[config.mk]
export PLATFORM = sky130hd
export DESIGN_NAME = alarm_bank
export DESIGN_NICKNAME = d
export VERILOG_FILES = /design/src/rtl/alarm_pkg.sv /design/src/rtl/alarm_slot.sv /design/src/rtl/alarm_bank.sv
export SDC_FILE = /design/constraint.sdc
export NUM_CORES = 1
export LEC_CHECK = 0
export ABC_AREA = 0
export CAP_MARGIN = 20
export CORE_MARGIN = 10
export CORE_UTILIZATION = 40
export CTS_CLUSTER_DIAMETER = 120
export CTS_CLUSTER_SIZE = 10
export DETAILED_ROUTE_END_ITERATION = 8
export PLACE_DENSITY = 0.66
export SYNTH_ARGS = -nofsm -noshare
export SYNTH_HDL_FRONTEND = slang
export SYNTH_SLANG_ARGS = --single-unit
[constraint.sdc]
create_clock -name clk -period 2.4 [get_ports clk]
set_clock_uncertainty 0.05 [all_clocks]
set_input_delay 0.36 -clock clk [delete_from_list [all_inputs] [get_ports clk]]
set_output_delay 0.36 -clock clk [all_outputs]
set_load 0.05 [all_outputs]
[src/rtl/alarm_pkg.sv]
// Shared encodings and defaults for the alarm bank: controller states, slot modes,
// the packed alarm time record and the time comparator used by every slot.
package alarm_pkg;

  localparam int DEF_NUM_ALARMS       = 4;
  localparam int DEF_SNOOZE_SEC       = 300;
  localparam int DEF_RING_TIMEOUT_SEC = 60;
  localparam int CNT_W                = 12;

  localparam logic [1:0] ST_IDLE    = 2'd0;
  localparam logic [1:0] ST_RINGING = 2'd1;
  localparam logic [1:0] ST_SNOOZED = 2'd2;

  localparam logic MODE_ONCE  = 1'b0;
  localparam logic MODE_DAILY = 1'b1;

  typedef struct packed {
    logic [15:0] year;
    logic [7:0]  month;
    logic [7:0]  day;
    logic [7:0]  hour;
    logic [7:0]  minute;
    logic [7:0]  second;
  } alarm_time_t;

  // Daily alarms only look at hh:mm:ss; once alarms need the full date to agree.
  function automatic logic time_hit(input alarm_time_t stored, input logic mode,
                                    input logic [55:0] now);
    if (mode == MODE_DAILY)
      return now[23:0] == {stored.hour, stored.minute, stored.second};
    return now == stored;
  endfunction

endpackage

[src/rtl/alarm_slot.sv]
// One alarm slot: programmed time, enable and mode, plus the per-second match strobe.
// A disable request beats a simultaneous program request and leaves the old time intact.
module alarm_slot
  import alarm_pkg::*;
(
  input  logic        clk,
  input  logic        rst_n,
  input  logic        wr_en,
  input  logic        dis_en,
  input  logic        expire_en,
  input  alarm_time_t time_in,
  input  logic        mode_in,
  input  logic [55:0] now,
  input  logic        sec_tick,
  output logic [23:0] hms,
  output logic        enabled,
  output logic        mode,
  output logic        match
);

  alarm_time_t time_reg;
  logic        enabled_reg;
  logic        mode_reg;

  always_ff @(posedge clk or negedge rst_n) begin
    if (!rst_n) begin
      time_reg    <= '0;
      enabled_reg <= 1'b0;
      mode_reg    <= MODE_ONCE;
    end else if (dis_en) begin
      enabled_reg <= 1'b0;
    end else if (wr_en) begin
      time_reg    <= time_in;
      mode_reg    <= mode_in;
      enabled_reg <= 1'b1;
    end else if (expire_en) begin
      // a once alarm that has been served retires itself
      enabled_reg <= 1'b0;
    end
  end

  assign hms     = {time_reg.hour, time_reg.minute, time_reg.second};
  assign enabled = enabled_reg;
  assign mode    = mode_reg;
  assign match   = sec_tick && enabled_reg && time_hit(time_reg, mode_reg, now);

endmodule

[src/rtl/alarm_bank.sv]
// Bank of alarm slots with a shared ring/snooze controller that serves pending
// alarms one at a time, lowest slot index first.
module alarm_bank
  import alarm_pkg::*;
#(
  parameter int NUM_ALARMS       = DEF_NUM_ALARMS,
  parameter int SNOOZE_SEC       = DEF_SNOOZE_SEC,
  parameter int RING_TIMEOUT_SEC = DEF_RING_TIMEOUT_SEC
) (
  input  logic                          clk,
  input  logic                          rst_n,
  input  logic                          set,
  input  logic                          disable_slot,
  input  logic [15:0]                   alarm_year_bcd_in,
  input  logic [7:0]                    alarm_month_bcd_in,
  input  logic [7:0]                    alarm_day_bcd_in,
  input  logic [7:0]                    alarm_hour_bcd_in,
  input  logic [7:0]                    alarm_minute_bcd_in,
  input  logic [7:0]                    alarm_second_bcd_in,
  input  logic                          mode_in,
  input  logic [$clog2(NUM_ALARMS)-1:0] sel,
  input  logic [63:0]                   counter,
  input  logic                          sec_tick,
  input  logic                          cancel,
  input  logic                          snooze,
  output logic [7:0]                    alarm_hour_bcd,
  output logic [7:0]                    alarm_minute_bcd,
  output logic [7:0]                    alarm_second_bcd,
  output logic                          rd_enabled,
  output logic                          rd_mode,
  output logic                          ring,
  output logic [$clog2(NUM_ALARMS)-1:0] ring_id,
  output logic [NUM_ALARMS-1:0]         pending
);

  localparam int SEL_W = $clog2(NUM_ALARMS);
  localparam int RB_N  = 1 << SEL_W;
  localparam logic [CNT_W-1:0] SNZ_LOAD = CNT_W'(SNOOZE_SEC);
  localparam logic [CNT_W-1:0] TMO_LOAD = CNT_W'(RING_TIMEOUT_SEC);

  logic [1:0]            state_reg, state_next;
  logic [SEL_W-1:0]      ring_id_reg, ring_id_next;
  logic [CNT_W-1:0]      tmo_reg, tmo_next;
  logic [CNT_W-1:0]      snz_reg, snz_next;
  logic [NUM_ALARMS-1:0] pending_reg, pending_next;

  alarm_time_t           set_time;
  logic [NUM_ALARMS-1:0] match_vec;
  logic [NUM_ALARMS-1:0] cfg_hit_vec;
  logic [NUM_ALARMS-1:0] expire_vec;
  logic [NUM_ALARMS-1:0] ring_onehot;
  logic [NUM_ALARMS-1:0] absorb_vec;
  logic [NUM_ALARMS-1:0] clr_vec;
  logic [NUM_ALARMS-1:0] pend_avail;
  logic [SEL_W-1:0]      first_id;
  logic                  cfg_on_ring;
  logic                  svc_end;
  logic                  svc_abort;
  logic                  unused_counter_hi;

  logic [23:0]           rb_hms [RB_N];
  logic [RB_N-1:0]       rb_en;
  logic [RB_N-1:0]       rb_mode;

  assign set_time = {alarm_year_bcd_in, alarm_month_bcd_in, alarm_day_bcd_in,
                     alarm_hour_bcd_in, alarm_minute_bcd_in, alarm_second_bcd_in};
  assign unused_counter_hi = ^counter[63:56];

  assign ring_onehot = {{(NUM_ALARMS-1){1'b0}}, 1'b1} << ring_id_reg;
  assign cfg_on_ring = |(cfg_hit_vec & ring_onehot);

  genvar gi;
  generate
    for (gi = 0; gi < NUM_ALARMS; gi++) begin : g_slot
      assign cfg_hit_vec[gi] = (set || disable_slot) && (sel == SEL_W'(gi));
      assign expire_vec[gi]  = svc_end && ring_onehot[gi] && (rb_mode[gi] == MODE_ONCE);

      alarm_slot u_slot (
        .clk       (clk),
        .rst_n     (rst_n),
        .wr_en     (set && (sel == SEL_W'(gi))),
        .dis_en    (disable_slot && (sel == SEL_W'(gi))),
        .expire_en (expire_vec[gi]),
        .time_in   (set_time),
        .mode_in   (mode_in),
        .now       (counter[55:0]),
        .sec_tick  (sec_tick),
        .hms       (rb_hms[gi]),
        .enabled   (rb_en[gi]),
        .mode      (rb_mode[gi]),
        .match     (match_vec[gi])
      );
    end
    // Unpopulated select codes read back as an empty, disabled slot.
    for (gi = NUM_ALARMS; gi < RB_N; gi++) begin : g_pad
      assign rb_hms[gi]  = '0;
      assign rb_en[gi]   = 1'b0;
      assign rb_mode[gi] = MODE_ONCE;
    end
  endgenerate

  assign alarm_hour_bcd   = rb_hms[sel][23:16];
  assign alarm_minute_bcd = rb_hms[sel][15:8];
  assign alarm_second_bcd = rb_hms[sel][7:0];
  assign rd_enabled       = rb_en[sel];
  assign rd_mode          = rb_mode[sel];

  // Reprogramming a slot drops whatever it had queued, so it cannot win arbitration.
  assign pend_avail = pending_reg & ~cfg_hit_vec;

  always_comb begin
    first_id = '0;
    for (int i = NUM_ALARMS - 1; i >= 0; i--) begin
      if (pend_avail[i]) first_id = SEL_W'(i);
    end
  end

  always_comb begin
    state_next   = state_reg;
    ring_id_next = ring_id_reg;
    tmo_next     = tmo_reg;
    snz_next     = snz_reg;
    svc_end      = 1'b0;
    svc_abort    = 1'b0;
    case (state_reg)
      ST_IDLE: begin
        if (|pend_avail) begin
          state_next   = ST_RINGING;
          ring_id_next = first_id;
          tmo_next     = TMO_LOAD;
        end
      end
      ST_RINGING: begin
        if (cancel) begin
          svc_end    = 1'b1;
          state_next = ST_IDLE;
        end else if (cfg_on_ring) begin
          svc_abort  = 1'b1;
          state_next = ST_IDLE;
        end else if (snooze) begin
          state_next = ST_SNOOZED;
          snz_next   = SNZ_LOAD;
        end else if (sec_tick) begin
          if (tmo_reg <= CNT_W'(1)) begin
            svc_end    = 1'b1;
            state_next = ST_IDLE;
          end
          tmo_next = (tmo_reg == '0) ? '0 : tmo_reg - CNT_W'(1);
        end
      end
      ST_SNOOZED: begin
        if (cancel) begin
          svc_end    = 1'b1;
          state_next = ST_IDLE;
        end else if (cfg_on_ring) begin
          svc_abort  = 1'b1;
          state_next = ST_IDLE;
        end else if (sec_tick) begin
          if (snz_reg <= CNT_W'(1)) begin
            state_next = ST_RINGING;
            tmo_next   = TMO_LOAD;
          end
          snz_next = (snz_reg == '0) ? '0 : snz_reg - CNT_W'(1);
        end
      end
      default: state_next = ST_IDLE;
    endcase
  end

  // While a slot is being served, its own re-matches are swallowed rather than queued.
  assign absorb_vec   = (state_reg != ST_IDLE) ? ring_onehot : '0;
  assign clr_vec      = cfg_hit_vec | ((svc_end || svc_abort) ? ring_onehot : '0);
  assign pending_next = (pending_reg | (match_vec & ~absorb_vec)) & ~clr_vec;

  always_ff @(posedge clk or negedge rst_n) begin
    if (!rst_n) begin
      state_reg   <= ST_IDLE;
      ring_id_reg <= '0;
      tmo_reg     <= '0;
      snz_reg     <= '0;
      pending_reg <= '0;
    end else begin
      state_reg   <= state_next;
      ring_id_reg <= ring_id_next;
      tmo_reg     <= tmo_next;
      snz_reg     <= snz_next;
      pending_reg <= pending_next;
    end
  end

  assign ring    = (state_reg == ST_RINGING);
  assign ring_id = ring_id_reg;
  assign pending = pending_reg;

endmodule

==> results of run 1 <==
-- layer usage --
layer	vias to the layer above	wire (um)
met5	-	0
met4	0	988
met3	50	2310
met2	263	19800
met1	4868	16400
li1	4383	-
-- kinds of logic (layout without fill, tap and decap cells) --
logic type                 after synthesis  in the layout
buffers and inverters                   63            292
xor gates and xnor gates               232            232
AOI/OAI and AO/OA                       84             84
adders and majority gates               10             10
DFF                                    264            264
muxes                                  258            258
and+or+nand+nor                        178            178
other                                    0              1
-- repair_timing --
item	4_1_cts	5_1_grt
hold endpoints to repair	35	0
gates resized for setup	0	5
hold buffers	1	0
endpoints found under the setup margin	0	11
-- worst paths after layout --
check,from,to,cells after the start
worst max-delay path,ring_id[1],ring_id[1],2
worst min-delay path,rst_n,g_slot[0].u_slot.hms[12],2
worst max register to register,state_reg[1],g_slot[1].u_slot.enabled,8
worst min register to register,tmo_reg[10],tmo_reg[10],1
max in group asynchronous,rst_n,g_slot[3].u_slot.time_reg[51],3
min in group clk,sel[0],pending[3],4
-- power by group through the flow --
stage / logic (uW) / registers (uW) / clock network, uW
final: 4410 / 6180 / 3910
after global routing: 4810 / 6310 / 4180
after CTS: 4470 / 6170 / 4000
after detailed placement: 4440 / 6240 / 0
after global placement: 4400 / 6190 / 0
after floorplan: 2940 / 6050 / 0
-- critical path, cell delays in order (launching register included) --
cell,delay (ps)
dfrtp_1,360
buf_4,170
clkdlybuf4s50_1,820
-- synthesized netlist by cell type, types with 3 or more instances --
cell / n / share of area (%)
o21ai_0: 21 / 0.76
nand3_1: 11 / 0.40
buf_1: 9 / 0.24
and3_1: 4 / 0.18
dfrtp_1: 264 / 48
nor2_1: 26 / 0.70
o2111ai_1: 5 / 0.32
o31ai_1: 17 / 0.92
nor3_1: 13 / 0.47
buf_4: 3 / 0.16
nand2b_1: 6 / 0.27
o41ai_1: 3 / 0.19
o31a_1: 3 / 0.19
a21oi_1: 11 / 0.40
o21a_1: 3 / 0.16
or3_1: 4 / 0.18
buf_2: 11 / 0.40
nor2b_1: 5 / 0.23
xnor2_1: 100 / 6.3
mux2_2: 231 / 19
a22o_1: 5 / 0.32
nor4_1: 44 / 2.0
ha_1: 10 / 0.90
nand4_1: 31 / 1.4
nand2_1: 15 / 0.41
inv_1: 11 / 0.30
clkbuf_1: 27 / 0.73
xor2_1: 132 / 8.3
mux4_2: 26 / 4.2
nor3b_1: 4 / 0.22
-- metrics by stage --
step / hold slack [ps] / TNS [ps] / setup WS [ps]
after CTS: 226 / 0 / 65.6
after detailed placement: 220 / -1270 / -151
after floorplan: 14.4 / 0 / 39.4
after global routing: 254 / 0 / 11.8
final: 233 / 0 / 86.1
after global placement: 220 / -536 / -105
-- final cells by class --
cell class	instances	area share, %
multi-input cells	762	40.3
flip-flops and latches	264	38.0
repair buffers	249	13.8
clock buffers	30	4.31
well taps	455	3.27
inverters	11	0.237
clock inverters	2	0.144
diodes	1	0.0144
==> summary.txt, run 1 <==
Clocking
  • Clk buf depth: 3
  • CTS tree: yes
  • CTS H-tree depth: 1
  • Post-CTS Setup Inserts: 0
  • Clock Sinks: between 200 and 300
  • CTS clk-pin slew, worst paths: ~60 ps
  • Clk root buf: clkbuf_16
  • CTS buffer count: 30
  • Worst-Skew Late Latency: about 560 ps

Worst setup path
  • CP required: 1990 ps
  • Crit path arrival time: between 1500 and 2000 ps
  • Kind of end point of the critical path: output port
  • Reg2reg setup slack: 210 ps
  • CP Launch Type: flip-flop
  • CP max FO: 8
  • Setup CP Type: reg2out

GRT
  • Largest net degree at the start of global routing: 83
  • Met3 usage in global routing: approximately 3.5%
  • Global route hottest layer: met2
  • First-pass GRT wire length: between 60 and 70 mm
  • Overflow after GRT: 0
  • Met2 usage in global routing: 31.7%
  • Global routing usage on met1: around a quarter
  • GR Util All Layers: 18.5%
  • Number of global-route vias before repair: roughly 10k
  • Initial antenna violation count: 1

Routing
  • Via-to-Cell Ratio: 5.39
  • Remaining DRCs: 0
  • Final ANT Viol Nets: 0
  • Initial drt markers: 590
  • Vias: ~9.6k
  • Routed wire length per instance: between 20 and 25 um
  • Drt total wl: 39.5 mm
  • First-pass iteration count of the detailed router: 5

Logic synthesis
  • Mean Syn Cell Area: 12.7 sq um
  • Simple-gate area share of the yosys netlist: roughly 7.5%
  • Number of synthesized register bits: 264
  • Asr flop ratio synth: 100%
  • Top_reg_cell synth: dfrtp_1
  • Post-synthesis adder-cell area fraction: 0.903%
  • Synth Cell Area: about 0.014 sq mm
  • Distinct cells, synth: 55
  • Compound-cell area share of the yosys netlist: ~4.3%
  • Post-Synthesis Cells: around 1.1k
  • Mux contribution to synthesized area: 23.1%
  • EDFF count, synth: 0
  • Post-synthesis xor/xnor area fraction: between 10% and 20%
  • Largest family of logic cells by synthesized area: multiplexers
  • Yosys warnings: 0
  • Share of the yosys chip area belonging to registers: about 48%
  • Synth Net Count: around 1.2k

Place
  • DP Area: approximately 0.017 sq mm
  • Routability-driven placement congestion ratio: 0.908
  • Detailed placement HPWL: about 30 mm
  • Placed Instances: 1740
  • IO buf count: around 150

Power and ir drop
  • Flop pwr share: between 40% and 50%
  • Total power: 14500 uW
  • Worst vdd ir: approximately 560 uV
  • P_sw: 4750 uW
  • Comb power frac: between 30 and 40%
  • Sw Share: around 33%
  • P per Cell Area: about 830 mW/mm^2
  • Leakage: approximately 0.0071 uW
  • Clock power frac: roughly 27%
  • P_int: slightly below 10000 uW

Floorplanning
  • Ports: 163
  • CORE AREA: approximately 0.034 sq mm
  • Site row count: 68
  • Chip height: between 200 and 250 um
  • Starting density of the core: a little over 40%
  • Die ar.: approximately 0.042 sq mm
  • Die X-Extent: ~210 um

Layout
  • Final Instance Count excl. Fillers: 1774
  • Area of the multi-input gates: between 0.007 and 0.008 sq mm
  • Final #Nets: between 1k and 1.5k
  • Share of layout cells above drive strength 1: 32.5%
  • Fill cell count: around 3.1k
  • Most frequent cells in the layout: dfrtp_1, mux2_2, xor2_1
  • Reg area: about 0.0066 sq mm
  • Most common cell after layout, fill and taps aside: dfrtp_1
  • Layout Area Growth over Synthesis: 25.6%
  • Max FFs per register: approximately 130
  • Util after Layout: about half
  • Design Area, Final: around 0.017 sq mm

Timing
  • Fmax: between 400 and 500 MHz
  • Max-slew headroom: a little under three fifths
  • Worst Max-Slew Pin Slew: 652 ps
  • Hold Fails Final Rpt: 0
  • Fin crit period: ~2300 ps
  • RSZ-0062 raised after global routing: no
  • Final setup violation count: 0
  • Final period util: between 90% and 100%
  • Slew Viols, Final: 0

Min path
  • HP Class: in2async

Job
  • Max cap viols: 0

Run status
  • Status: complete, no violations
Power figures use the tool's default switching activity.
==> run 2: changes to the inputs <==
--- a/config.mk
+++ b/config.mk
@@ -13,6 +13,8 @@
 export CTS_CLUSTER_SIZE = 10
 export DETAILED_ROUTE_END_ITERATION = 8
 export PLACE_DENSITY = 0.66
+export SKIP_LAST_GASP = 1
 export SYNTH_ARGS = -nofsm -noshare
 export SYNTH_HDL_FRONTEND = slang
+export SYNTH_HIERARCHICAL = 1
 export SYNTH_SLANG_ARGS = --single-unit
==> run 2 against run 1 <==
Effect of this change: register-to-register slack lost 90 ps; worst hold slack better by 18 ps; non-clock buffer count increased by 36; total power is 3.9% higher; critical endpoint is now ring_id[0]; largest power group unchanged.
==> summary.txt, run 2 <==
Logic synthesis
  • Synth Net Count: 1331 (+8.3%)
  • Synth cell count leaders: dfrtp_1, mux2_2, xnor2_1, buf_4, xor2_1
  • Post-Synthesis Cells: 1191 (+9.4%)
  • Top post-synthesis cells by area: dfrtp_1, mux2_2, xnor2_1
  • Distinct cells, synth: 54 (-1.8%)
  • Share of the yosys chip area belonging to registers: 45.3% (-2.4 points)
  • Mean Syn Cell Area: 12.2 sq um (-3.8%)
  • Top-count cell post-synth: dfrtp_1
  • EDFF count, synth: 0 (unchanged)
  • Yosys top cell area share: 45.3% (-2.4 points)
  • Top_reg_cell synth: dfrtp_1
  • Asr flop ratio synth: 100% (unchanged)
  • Leading area contributor after synthesis: dfrtp_1
  • Synth Cell Area: 0.0146 sq mm (+5.2%)
  • Number of synthesized register bits: 264 (unchanged)
  • Yosys warnings: 6 (+6)

Worst setup path
  • CP Launch Type: flip-flop
  • Crit path cell chain: clkdlybuf4s50_1
  • CP delay by family, top: buffers and inverters
  • CP max FO: 11 (+3)
  • Crit path arrival time: 1930 ps (+30 ps)
  • CP peak stage delay: 860 ps (+40 ps)
  • Crit-path slowest cell: clkdlybuf4s50_1
  • Kind of end point of the critical path: output port
  • Setup CP Type: reg2out
  • CP required: 1990 ps (about the same)
  • CP bufs+invs: 1 (-1)

Power and ir drop
  • Total power: 15100 uW (+3.9%)
  • P per Cell Area: 844 mW/mm^2 (+1.3%)
  • Worst vdd ir: 492 uV (-13%)
  • Sw Share: 32.9% (+0.12 points)
  • P_int: 10100 uW (+3.7%)
  • Clock power frac: 26.1% (-0.8 points)
  • Leakage: 0.00724 uW (+2.1%)
  • P_sw: 4950 uW (+4.3%)
  • Comb power frac: 32.6% (+2.2 points)
  • Flop pwr share: 41.2% (-1.4 points)

Timing
  • Final setup violation count: 0 (unchanged)
  • Hold Slack: 252 ps (+18.3 ps)
  • Max-slew headroom: 64.8% (+8.6 points)
  • Slew Viols, Final: 0 (unchanged)
  • Worst Max-Slew Pin Slew: 527 ps (-125 ps)
  • RSZ-0062 raised after global routing: yes
  • Fin crit period: 2340 ps (+22.7 ps)
  • Final period util: 97.4% (+0.95 points)
  • Final setup margin: 63.4 ps (-22.7 ps)
  • Hold Fails Final Rpt: 0 (unchanged)
  • Fmax: 428 MHz (-0.97%)

Job
  • Max cap viols: 0 (unchanged)

Layout
  • Util after Layout: 49.9% (-0.71 points)
  • Most common cell after layout, fill and taps aside: dfrtp_1
  • Final #Nets: 1510 (+3.6%)
  • Layout Area Growth over Synthesis: 22.4%
  • Most frequent cells in the layout: dfrtp_1, mux2_2, buf_4
  • Design Area, Final: 0.0178 sq mm (+2.5%)
  • Max FFs per register: 128 (unchanged)
  • Share of layout cells above drive strength 1: 31.7% (-0.82 points)

Clocking
  • Clk buf depth: 3 (unchanged)
  • CTS buffer count: 30 (unchanged)
  • Worst-Skew Late Latency: 580 ps (+20 ps)
  • CTS tree: yes
  • CTS clk-pin slew, worst paths: 60 ps (about the same)
  • Clk root buf: clkbuf_16
  • Clock Sinks: 264 (unchanged)
  • CTS H-tree depth: 1 (unchanged)

Routing
  • Vias: 9484 (-0.84%)
  • Drt total wl: 35.6 mm (-10%)
  • Remaining DRCs: 0 (unchanged)
  • Initial drt markers: 458 (-22%)
  • Routed wire length per instance: 19.4 um (-13%)
  • First-pass iteration count of the detailed router: 5 (unchanged)
  • Final ANT Viol Nets: 0 (unchanged)
  • Via-to-Cell Ratio: 5.17 (-4.1%)

Floorplanning
  • Ports: 163 (unchanged)
  • Starting density of the core: 40.8% (+0.48 points)
  • Chip height: 211 um (+2.3%)
  • Site row count: 69 (+1.5%)
  • Die ar.: 0.0445 sq mm (+4.7%)
  • Die X-Extent: 211 um (+2.3%)
  • CORE AREA: 0.0357 sq mm (+4.0%)

GRT
  • GR Util All Layers: 16.0% (-2.5 points)
  • First-pass GRT wire length: 56.9 mm (-6.0%)
  • Overflow after GRT: 0 (unchanged)
  • Initial antenna violation count: 7 (+6)
  • Number of global-route vias before repair: 10.2k (+1.6%)
  • Largest net degree at the start of global routing: 56 (-33%)

Place
  • Pre-CTS setup slack: -705 ps (-555 ps)
  • Detailed placement HPWL: 26.6 mm (-12%)
  • IO buf count: 154 (unchanged)
  • DP Area: 0.0170 sq mm (+2.1%)
  • Routability-driven placement congestion ratio: 0.864 (-4.8%)

Run status
  • Status: complete, no violations

Min path
  • HP Class: in2async
[run 2: cell families (layout without fill, tap and decap cells)]
group,count (synthesis),in the layout,share of synthesized area (%)
DFF,264,264,45.3
other,0,2,0
and+or+nand+nor,183,183,7.21
xor gates and xnor gates,231,231,13.9
buffers and inverters,159,339,7.04
muxes,257,257,21.9
AOI/OAI and AO/OA,87,87,3.87
adders and majority gates,10,10,0.858
[run 2: power groups by stage]
| stage | clock, uW | sequential, uW | combinational (uW) |
|---|---|---|---|
| floorplan | 0 | 6130 | 3640 |
| global placement | 0 | 6250 | 4790 |
| detailed placement | 0 | 6280 | 4880 |
| CTS | 4060 | 6210 | 4920 |
| global route | 4230 | 6350 | 5350 |
| finish | 3940 | 6220 | 4910 |
[run 2: path summary, 6_finish.rpt]
path                             start                       endpoint  slack (ps)  depth (start not counted)
setup reg to reg            snz_reg[6]                   state_reg[0]         120                          6
hold / removal                   rst_n  g_slot[2].u_slot/time_reg[43]         250                          2
min in group clk                sel[1]                     ring_id[1]         350                          4
setup / recovery            ring_id[0]                     ring_id[0]          60                          1
max in group asynchronous        rst_n  g_slot[1].u_slot/time_reg[51]        1340                          3
hold reg to reg            tmo_reg[11]                    tmo_reg[11]         440                          1
[run 2: what timing repair did]
item                                    4_1_cts  5_1_grt
pin swaps                                     2       14
resized for setup                             4       16
hold buffers                                  1        0
endpoints found under the setup margin        1       13
buffers inserted                              0        0
endpoints found under the hold margin        50        0
[run 2: per-layer routing]
layer  up-vias  share of wire [%]  global-route usage (%)
met5         -               0.18                       0
met4        10                2.4                    4.22
met3        57                4.9                    3.87
met2       158                 49                    26.8
met1      4802                 44                    20.3
li1       4457                  -                       -
[run 2: per-stage QoR]
stage / TNS (ps) / cells
after floorplan: 0 / 1191
after global placement: -4120 / 1798
after detailed placement: -5000 / 1798
after CTS: 0 / 1832
after global routing: -43.4 / 1832
final: 0 / 1834
[run 2: cell type report]
| class | count | area (sq um) |
|---|---|---|
| clock buffers | 31 | 754 |
| clock inverters | 2 | 38.8 |
| diodes | 2 | 5.00 |
| well taps | 461 | 577 |
| fillers | 3174 | 17900 |
| repair buffers | 285 | 2730 |
| inverters | 21 | 78.8 |
| flip-flops and latches | 264 | 6610 |
| multi-input cells | 768 | 7060 |
==> run 3: changes to the inputs <==
--- a/config.mk
+++ b/config.mk
@@ -7,7 +7,7 @@
 export LEC_CHECK = 0
 export ABC_AREA = 0
 export CAP_MARGIN = 20
-export CORE_MARGIN = 10
+export CORE_MARGIN = 5
 export CORE_UTILIZATION = 40
 export CTS_CLUSTER_DIAMETER = 120
 export CTS_CLUSTER_SIZE = 10
==> run 3 against run 2 <==
Effect of this change: wire length shrank 0.45%; first-iteration DRC count shrank 19%; die area down 9.3%; highest routed layer unchanged; critical endpoint is now ring_id[1]; sequential share of layout area fell by 0.078 points; largest cell class unchanged; via count increased by 1.2%.
==> summary.txt, run 3 (synthesis results as in run 2) <==
GRT
  • Number of global-route vias before repair: 10.5k (+2.7%)
  • First-pass GRT wire length: 57.9 mm (+1.8%)
  • Overflow after GRT: 0 (unchanged)
  • Largest net degree at the start of global routing: 69 (+23%)
  • Initial antenna violation count: 4 (-3)
  • GR Util All Layers: 17.5% (+1.5 points)

Worst setup path
  • Reg2reg setup slack: 100 ps (-20 ps)
  • Setup CP Type: reg2out
  • CP required: 1990 ps (about the same)
  • Kind of end point of the critical path: output port
  • CP Launch Type: flip-flop
  • CP bufs+invs: 2 (+1)
  • Crit path arrival time: 1920 ps (about the same)
  • CP delay by family, top: buffers and inverters
  • CP max FO: 10 (-1)
  • Crit path cell chain: buf_4, clkdlybuf4s50_1
  • CP peak stage delay: 830 ps (-30 ps)
  • Crit-path slowest cell: clkdlybuf4s50_1

Place
  • IO buf count: 154 (unchanged)
  • Placed Instances: 1809 (+0.61%)
  • Detailed placement HPWL: 26.2 mm (-1.4%)
  • Pre-CTS setup slack: -699 ps (+6.77 ps)
  • Routability-driven placement congestion ratio: 0.856 (-0.94%)

Layout
  • Layout Area Growth over Synthesis: 22.6%
  • Share of layout cells above drive strength 1: 32.2% (+0.49 points)
  • Final Instance Count excl. Fillers: 1846 (+0.65%)
  • Most frequent cells in the layout: dfrtp_1, mux2_2, buf_4
  • Max FFs per register: 128 (unchanged)
  • Most common cell after layout, fill and taps aside: dfrtp_1
  • Final #Nets: 1514 (+0.26%)

Timing
  • Worst Max-Slew Pin Slew: 583 ps (+55.2 ps)
  • Slew Viols, Final: 0 (unchanged)
  • Hold Fails Final Rpt: 0 (unchanged)
  • Fin crit period: 2330 ps (-5.95 ps)
  • Final setup violation count: 0 (unchanged)
  • Fmax: 429 MHz (+0.26%)
  • Final setup margin: 69.4 ps (+5.95 ps)
  • Setup TNS Final: 0 ps (unchanged)
  • Final period util: 97.1% (-0.25 points)
  • Max-slew headroom: 61.1% (-3.7 points)
  • RSZ-0062 raised after global routing: yes

Routing
  • Drt total wl: 35.4 mm (-0.45%)
  • Final ANT Viol Nets: 0 (unchanged)
  • Routed wire length per instance: 19.2 um (-1.1%)
  • Initial drt markers: 370 (-19%)
  • First-pass iteration count of the detailed router: 7 (+2)
  • Remaining DRCs: 0 (unchanged)
  • Vias: 9595 (+1.2%)
  • Via-to-Cell Ratio: 5.20 (+0.51%)

Floorplanning
  • Die X-Extent: 201 um (-4.7%)
  • Die ar.: 0.0404 sq mm (-9.3%)
  • Starting density of the core: 40.2% (-0.58 points)
  • Site row count: 70 (+1.4%)
  • Chip height: 201 um (-4.7%)
  • Ports: 163 (unchanged)
  • CORE AREA: 0.0363 sq mm (+1.4%)

Run status
  • Status: complete, no violations

Job
  • Max cap viols: 0 (unchanged)

Clocking
  • CTS tree: yes
  • Worst-Skew Late Latency: 540 ps (-40 ps)
  • Post-CTS Setup Inserts: 0 (unchanged)
  • CTS clk-pin slew, worst paths: 60 ps (about the same)
  • Clk root buf: clkbuf_16
  • CTS buffer count: 30 (unchanged)
  • CTS H-tree depth: 1 (unchanged)
  • Clk buf depth: 3 (unchanged)
  • Clock Sinks: 264 (unchanged)

Power and ir drop
  • Leakage: 0.00723 uW (-0.19%)
  • Worst vdd ir: 521 uV (+5.8%)
  • P per Cell Area: 846 mW/mm^2 (+0.22%)

Min path
  • HP Class: in2reg
[run 3: cell types whose count changed in the layout (fill, tap and decap cells not counted), moves of 2 or more]
cell	previous run	this run
buf_12	21	19
buf_4	136	141
clkdlybuf4s50_1	119	123
dlymetal6s2s_1	5	1
nor4_1	31	28
nor4_2	6	8
o21ai_0	30	28
[run 3: metal layers]
metal  share of wire, %  track usage, %  vias to the layer above
met5              0.034               0                        -
met4                2.3            4.77                        2
met3                4.7            2.94                       51
met2                 49            29.8                      185
met1                 44            23.1                     4875
li1                   -               -                     4482
[run 3: final timing paths]
kind / from / to / depth (start not counted)
setup / recovery: ring_id[1] / ring_id[1] / 2
hold / removal: sel[1] / ring_id[0] / 4
setup reg to reg: g_slot[3].u_slot/time_reg[40] / pending[3] / 8
hold reg to reg: tmo_reg[11] / tmo_reg[11] / 1
max in group asynchronous: rst_n / ring_id[0] / 3
min in group asynchronous: rst_n / g_slot[2].u_slot/time_reg[38] / 2
[run 3: area by class of cell]
cell class,count,area (sq um)
diodes,3,7.51
clock buffers,32,779
clock inverters,1,8.76
fillers,3265,18400
inverters,21,78.8
multi-input cells,768,7090
flip-flops and latches,264,6610
well taps,468,586
repair buffers,289,2730
[run 3: power by group]
part | switching (uW) | internal (uW) | leakage [uW] | total [uW]
Combinational | 2460 | 2500 | 0.00369 | 4960
Clock | 1690 | 2250 | 0.000387 | 3940
Sequential | 821 | 5410 | 0.00315 | 6230
[run 3: timing repair]
action,4_1_cts,5_1_grt
hold buffers,1,0
endpoints found under the hold margin,61,0
cloned,0,0
pin swaps,0,3
gates resized for setup,5,20
endpoints found under the setup margin,6,15
[run 3: tightest hold or removal path, cell delays in order]
cell and delay (ps):
buf_2 160, o21ai_0 90, a221oi_1 80, a21o_1 150
[run 3: through the flow]
| stage | total power, uW | util, % | hold WS, ps | area [sq um] |
|---|---|---|---|---|
| final | 15100 | 49.3 | 293 | 17900 |
| after floorplan | 9770 | - | 14.4 | 14600 |
| after global routing | 16000 | 49.3 | 294 | 17900 |
| after CTS | 15200 | 49.1 | 266 | 17800 |
| after global placement | 11100 | 46.8 | 302 | 17000 |
| after detailed placement | 11200 | 46.8 | 309 | 17000 |
